[config.mk]
export PLATFORM = sky130hd
export DESIGN_NAME = fxf_conv_arbiter
export DESIGN_NICKNAME = d
export VERILOG_FILES = /design/src/rtl/fxf_arb_pkg.sv /design/src/rtl/fxf_tag_fifo.sv /design/src/rtl/fxf_conv_arbiter.sv
export SDC_FILE = /design/constraint.sdc
export NUM_CORES = 1
export LEC_CHECK = 0
export CORE_AREA = 2 2 185 187
export DETAILED_ROUTE_END_ITERATION = 10
export DIE_AREA = 0 0 187 189
export GPL_TIMING_DRIVEN = 0
export PLACE_DENSITY = 0.42
export SKIP_LAST_GASP = 1
export SLEW_MARGIN = 20
export SYNTH_ARGS = -nofsm -noshare
export SYNTH_HDL_FRONTEND = slang
export SYNTH_SLANG_ARGS = --single-unit
[constraint.sdc]
create_clock -name aclk -period 5.2 [get_ports aclk]
set_clock_uncertainty 0.15 [all_clocks]
set_input_delay 1.04 -clock aclk [delete_from_list [all_inputs] [get_ports aclk]]
set_output_delay 1.04 -clock aclk [all_outputs]
set_load 0.03 [all_outputs]
[src/rtl/fxf_arb_pkg.sv]
// fxf_arb_pkg: shared types, constants and round-robin pick helper for fxf_conv_arbiter
package fxf_arb_pkg;
    localparam int CONV_LATENCY = 7;
    localparam int MAX_REQ = 16;
    localparam int MAX_ID_W = 4;
    typedef logic [MAX_ID_W-1:0] tag_t;
    function automatic logic [MAX_REQ-1:0] onehot_rr_pick(
        input logic [MAX_REQ-1:0] valid,
        input tag_t ptr,
        input int n
    );
        logic [MAX_REQ-1:0] pick;
        int j;
        pick = '0;
        for (int k = 0; k < MAX_REQ; k++) begin
            j = (int'(ptr) + k) % n;
            if (k < n && pick == '0 && valid[j[MAX_ID_W-1:0]]) pick[j[MAX_ID_W-1:0]] = 1'b1;
        end
        return pick;
    endfunction
endpackage

[src/rtl/fxf_tag_fifo.sv]
// fxf_tag_fifo: in-order requester tag FIFO with simultaneous push/pop
module fxf_tag_fifo #(
    parameter int W = 2,
    parameter int DEPTH = 8,
    localparam int AW = DEPTH > 1 ? $clog2(DEPTH) : 1,
    localparam int CW = $clog2(DEPTH + 1)
) (
    input  logic          aclk,
    input  logic          aresetn,
    input  logic          push,
    input  logic          pop,
    input  logic [W-1:0]  din,
    output logic [W-1:0]  head,
    output logic [CW-1:0] count,
    output logic          full,
    output logic          empty
);
    logic [W-1:0] mem [DEPTH];
    logic [AW-1:0] rd_ptr, wr_ptr;
    assign head = mem[rd_ptr];
    assign full = count == CW'(DEPTH);
    assign empty = count == '0;
    always_ff @(posedge aclk)
        if (push) mem[wr_ptr] <= din;
    always_ff @(posedge aclk) begin
        if (aresetn) begin
            count <= '0;
            rd_ptr <= '0;
            wr_ptr <= '0;
        end else begin
            count <= count + CW'(push) - CW'(pop);
            if (push) wr_ptr <= (wr_ptr == AW'(DEPTH - 1)) ? '0 : wr_ptr + 1'b1;
            if (pop) rd_ptr <= (rd_ptr == AW'(DEPTH - 1)) ? '0 : rd_ptr + 1'b1;
        end
    end
endmodule

[src/rtl/fxf_conv_arbiter.sv]
// fxf_conv_arbiter: round-robin sharing of one in-order fixed-to-float converter
// among NUM_REQ requesters, with results routed back by an in-order tag FIFO
module fxf_conv_arbiter
    import fxf_arb_pkg::*;
#(
    parameter int SIZE = 64,
    parameter int NUM_REQ = 4,
    parameter int MAX_OUTSTANDING = 8,
    localparam int ID_W = $clog2(NUM_REQ),
    localparam int CNT_W = $clog2(MAX_OUTSTANDING + 1)
) (
    input  logic                    aclk,
    input  logic                    aresetn,
    input  logic [NUM_REQ*SIZE-1:0] req_tdata,
    input  logic [NUM_REQ-1:0]      req_tvalid,
    output logic [NUM_REQ-1:0]      req_tready,
    output logic [SIZE-1:0]         res_tdata,
    output logic [NUM_REQ-1:0]      res_tvalid,
    input  logic [NUM_REQ-1:0]      res_tready,
    output logic [SIZE-1:0]         conv_a_tdata,
    output logic                    conv_a_tvalid,
    input  logic                    conv_a_tready,
    input  logic [SIZE-1:0]         conv_res_tdata,
    input  logic                    conv_res_tvalid,
    output logic                    conv_res_tready,
    output logic [CNT_W-1:0]        outstanding,
    output logic                    err_sticky
);
    logic [ID_W-1:0] rr_ptr, grant, head;
    logic [MAX_REQ-1:0] pick;
    logic any, full, empty, push, pop;
    assign pick = onehot_rr_pick(MAX_REQ'(req_tvalid), tag_t'(rr_ptr), NUM_REQ);
    assign any = |pick;
    always_comb begin
        grant = '0;
        for (int i = 0; i < NUM_REQ; i++) if (pick[i]) grant = ID_W'(i);
    end
    assign conv_a_tvalid = !aresetn && any && !full;
    assign conv_a_tdata = req_tdata[grant*SIZE +: SIZE];
    assign req_tready = (!aresetn && !full && conv_a_tready) ? pick[NUM_REQ-1:0] : '0;
    assign push = conv_a_tvalid && conv_a_tready;
    // with nothing outstanding the converter output is drained so a stray result cannot wedge it
    assign res_tvalid = (!aresetn && !empty && conv_res_tvalid) ? NUM_REQ'(1) << head : '0;
    assign conv_res_tready = !aresetn && (empty || res_tready[head]);
    assign pop = conv_res_tvalid && conv_res_tready && !empty;
    assign res_tdata = conv_res_tdata;
    always_ff @(posedge aclk) begin
        if (aresetn) begin
            rr_ptr <= '0;
            err_sticky <= 1'b0;
        end else begin
            if (push) rr_ptr <= (grant == ID_W'(NUM_REQ - 1)) ? '0 : grant + 1'b1;
            if (conv_res_tvalid && empty) err_sticky <= 1'b1;
        end
    end
    fxf_tag_fifo #(.W(ID_W), .DEPTH(MAX_OUTSTANDING)) u_tags (
        .aclk(aclk),
        .aresetn(aresetn),
        .push(push),
        .pop(pop),
        .din(grant),
        .head(head),
        .count(outstanding),
        .full(full),
        .empty(empty)
    );
endmodule

==> metrics.txt, run 1 <==
row count 67; Fin. Hold Viols 0; total congestion overflow 0; TritonCTS clock tree done; maximum clock path buffer count 2; outcome completed; 1st-iter DRT viols 121; yosys warns 0; Met2 Routed Length 14400 um; Final Net Count 1322; routed via count roughly 5700; #FFs+latches synth 32; met3 WL ~1900 um; IO Port Bufs just over 400; Post-synth top flop edfxtp_1; worst-skew pair later-pin latency 270 ps; crit path time final just over 5000 ps; Synth Instances 546; DRT Pass-1 Iters 6; Vias/cell slightly above 4; Post-DRT Antenna Nets 0; number of fill cells 3615; I/O pin cnt 475; share of layout cells above drive strength 1 28.3%; Reg area between 800 and 900 sq um; Top Family by Delay on Critical Path buffers and inverters; wirelength, routed 27500 um; post-route setup TNS 0 ps; # DRC 0; Worst EP arrival around 3900 ps; WP buf/inv 6; CTS Buf Count 5; sequential area share after synthesis between 15 and 20%; largest net degree at the start of global routing 12; Post-synth top cells nor2_1 (81), mux2i_1 (73), buf_4 (67); RSZ-0062 raised after global routing yes; CTS H-tree lvls 2; CP Launch Type register; Yosys top cell by area mux2i_1; post-synth net total 897; Worst-Margin Slew 628 ps; critical path fanouts, max 10; syn avg cell area between 8 and 9 sq um; Final Cycle Share 97.0%; vias in the first global route 6025; Max Clk Rate 198 MHz; post-synth top area share 15.4%; Die X 187 um; Multi-input gate area 3330 sq um; Post-synth EDFFs 16; Area Growth Syn to Fin 104%; mapped cell area 4760 sq um; HPWL after DPL between 20000 and 25000 um; initial antenna violation count 1; max-slew violations 0; WL/cell a little under 20 um; Die Y between 150 and 200 um; ANT cells 0; Critical Path Max Stage Delay 570 ps; clock root buffer clkbuf_16; Req. time, crit path 4010 ps; first-pass GRT wire length roughly 39000 um; endpoint type of the worst setup path output port; ranking of synthesized cells by area mux2i_1 (15%), a211oi_2 (13%), buf_4 (11%); gp weighted congestion 0.797; Starting Density ~14%; Slew headroom 58.1%; Total Routing Usage GR between 10 and 15%; CTS sink count 32; Slowest cell on crit path or4_4; cell chain of the critical path buf_6, inv_1, ha_1, clkbuf_2, or4_4, a21boi_4, a22oi_2, a31o_4, a41o_1, buf_2, buf_4, mux2i_1, a211oi_2, clkdlybuf4s15_2; R2R Setup Slk 1160 ps; die area 35300 sq um; most numerous cell in the Yosys netlist nor2_1; final setup fails 0; highest metal used met5; Post-synth ARST share 0%; Setup CP Type register to output port; Maximum Capacitance Violations 0; Synth cell types 61; M1 WL about 11000 um; Core Region 33300 sq um; Worst Hold Class register to register; Clk pin slew, worst setup/hold paths 50 ps
sequential cells by signal, indices dropped and copies added (netlist names), named ones only:
register and count:
u_tags.mem 16, u_tags.rd_ptr 3, err_sticky 1, rr_ptr 2, u_tags.count 4, u_tags.wr_ptr 3
worst min-delay path, stage by stage, from the launching register on:
cell	delay, ps
dfxtp_1	320
a21oi_1	40
nor2_1	70
cell type report:
cell class | instances | share of cell area, %
timing repair buffer | 418 | 40.7
multi-input combinational | 390 | 34.3
buffer | 105 | 8.39
sequential | 32 | 8.30
tap | 448 | 5.78
clock buffer | 5 | 1.29
inverter | 19 | 0.735
clock inverter | 3 | 0.438
layout by cell type (no fill, tap or decap), types with 3 or more instances in the layout:
cell type        count
clkdlybuf4s50_1    340
buf_4               94
nor2_1              81
mux2i_1             69
nor3_1              64
a211oi_2            50
buf_2               48
inv_1               19
ha_1                18
edfxtp_1            16
clkdlybuf4s15_2     15
a211oi_1            14
dfxtp_1             14
nand2_1             10
clkbuf_2             8
mux4_2               7
buf_6                6
nand3b_1             6
a21oi_1              5
clkbuf_16            5
nor4b_1              4
nor2b_1              3
mux2i_2              3
buf_8                3
nand3_1              3
what timing repair did:
action	in CTS	in global routing
buffers inserted	7	0
hold buffers	0	0
gates resized for setup	349	30
endpoints found under the setup margin	69	65
pin swaps	4	5
cloned	1	0
metal layers:
layer	GRT usage (%)	up-vias
met5	0	-
met3	3.30	18
met2	27.6	281
li1	-	2807
met1	17.5	2613
met4	2.32	2
path summary, 6_finish.rpt:
kind / from / to / depth (start not counted)
worst max-delay path: rr_ptr[0]$_SDFFE_PP0P_ / conv_a_tdata[25] / 14
worst min register to register: err_sticky$_SDFFE_PP0P_ / err_sticky$_SDFFE_PP0P_ / 2
worst min-delay path: err_sticky$_SDFFE_PP0P_ / err_sticky$_SDFFE_PP0P_ / 2
worst max register to register: rr_ptr[1]$_SDFFE_PP0P_ / u_tags.count[2]$_SDFF_PP0_ / 13
metrics by stage:
step	utilization, %	hold slack [ps]	area, sq um	worst slack [ps]	cells
after global placement	28.3	306	9420	-1080	1404
after global routing	29.2	370	9700	-47.7	1420
final	29.2	316	9700	155	1420
after CTS	29.0	323	9660	-14.1	1420
after detailed placement	28.3	309	9420	-1120	1404
after floorplan	-	314	4760	365	546
cell families (layout without fill, tap and decap cells):
family	after synthesis	count (layout)	share of synthesized area, %
simple gates	186	186	18.7
flops	32	32	16.8
buf+inv	124	550	17.3
compound gates	102	102	22.7
fa+ha+maj	19	19	5.15
mux	81	81	19.0
xor+xnor	2	2	0.368
Power of run 1 is not shown: default switching activity piles up to over one toggle a cycle in this logic, so the estimate is an artifact.
==> inputs of run 2 (changes only) <==
--- a/config.mk
+++ b/config.mk
@@ -6,6 +6,7 @@
 export NUM_CORES = 1
 export LEC_CHECK = 0
 export CORE_AREA = 2 2 185 187
+export CTS_CLUSTER_DIAMETER = 100
 export DETAILED_ROUTE_END_ITERATION = 10
 export DIE_AREA = 0 0 187 189
 export GPL_TIMING_DRIVEN = 0
==> results of run 2 <==
No change in the layout: final DEF, timing and power equal those of run 1.
Power of run 2 is left out for the same reason.
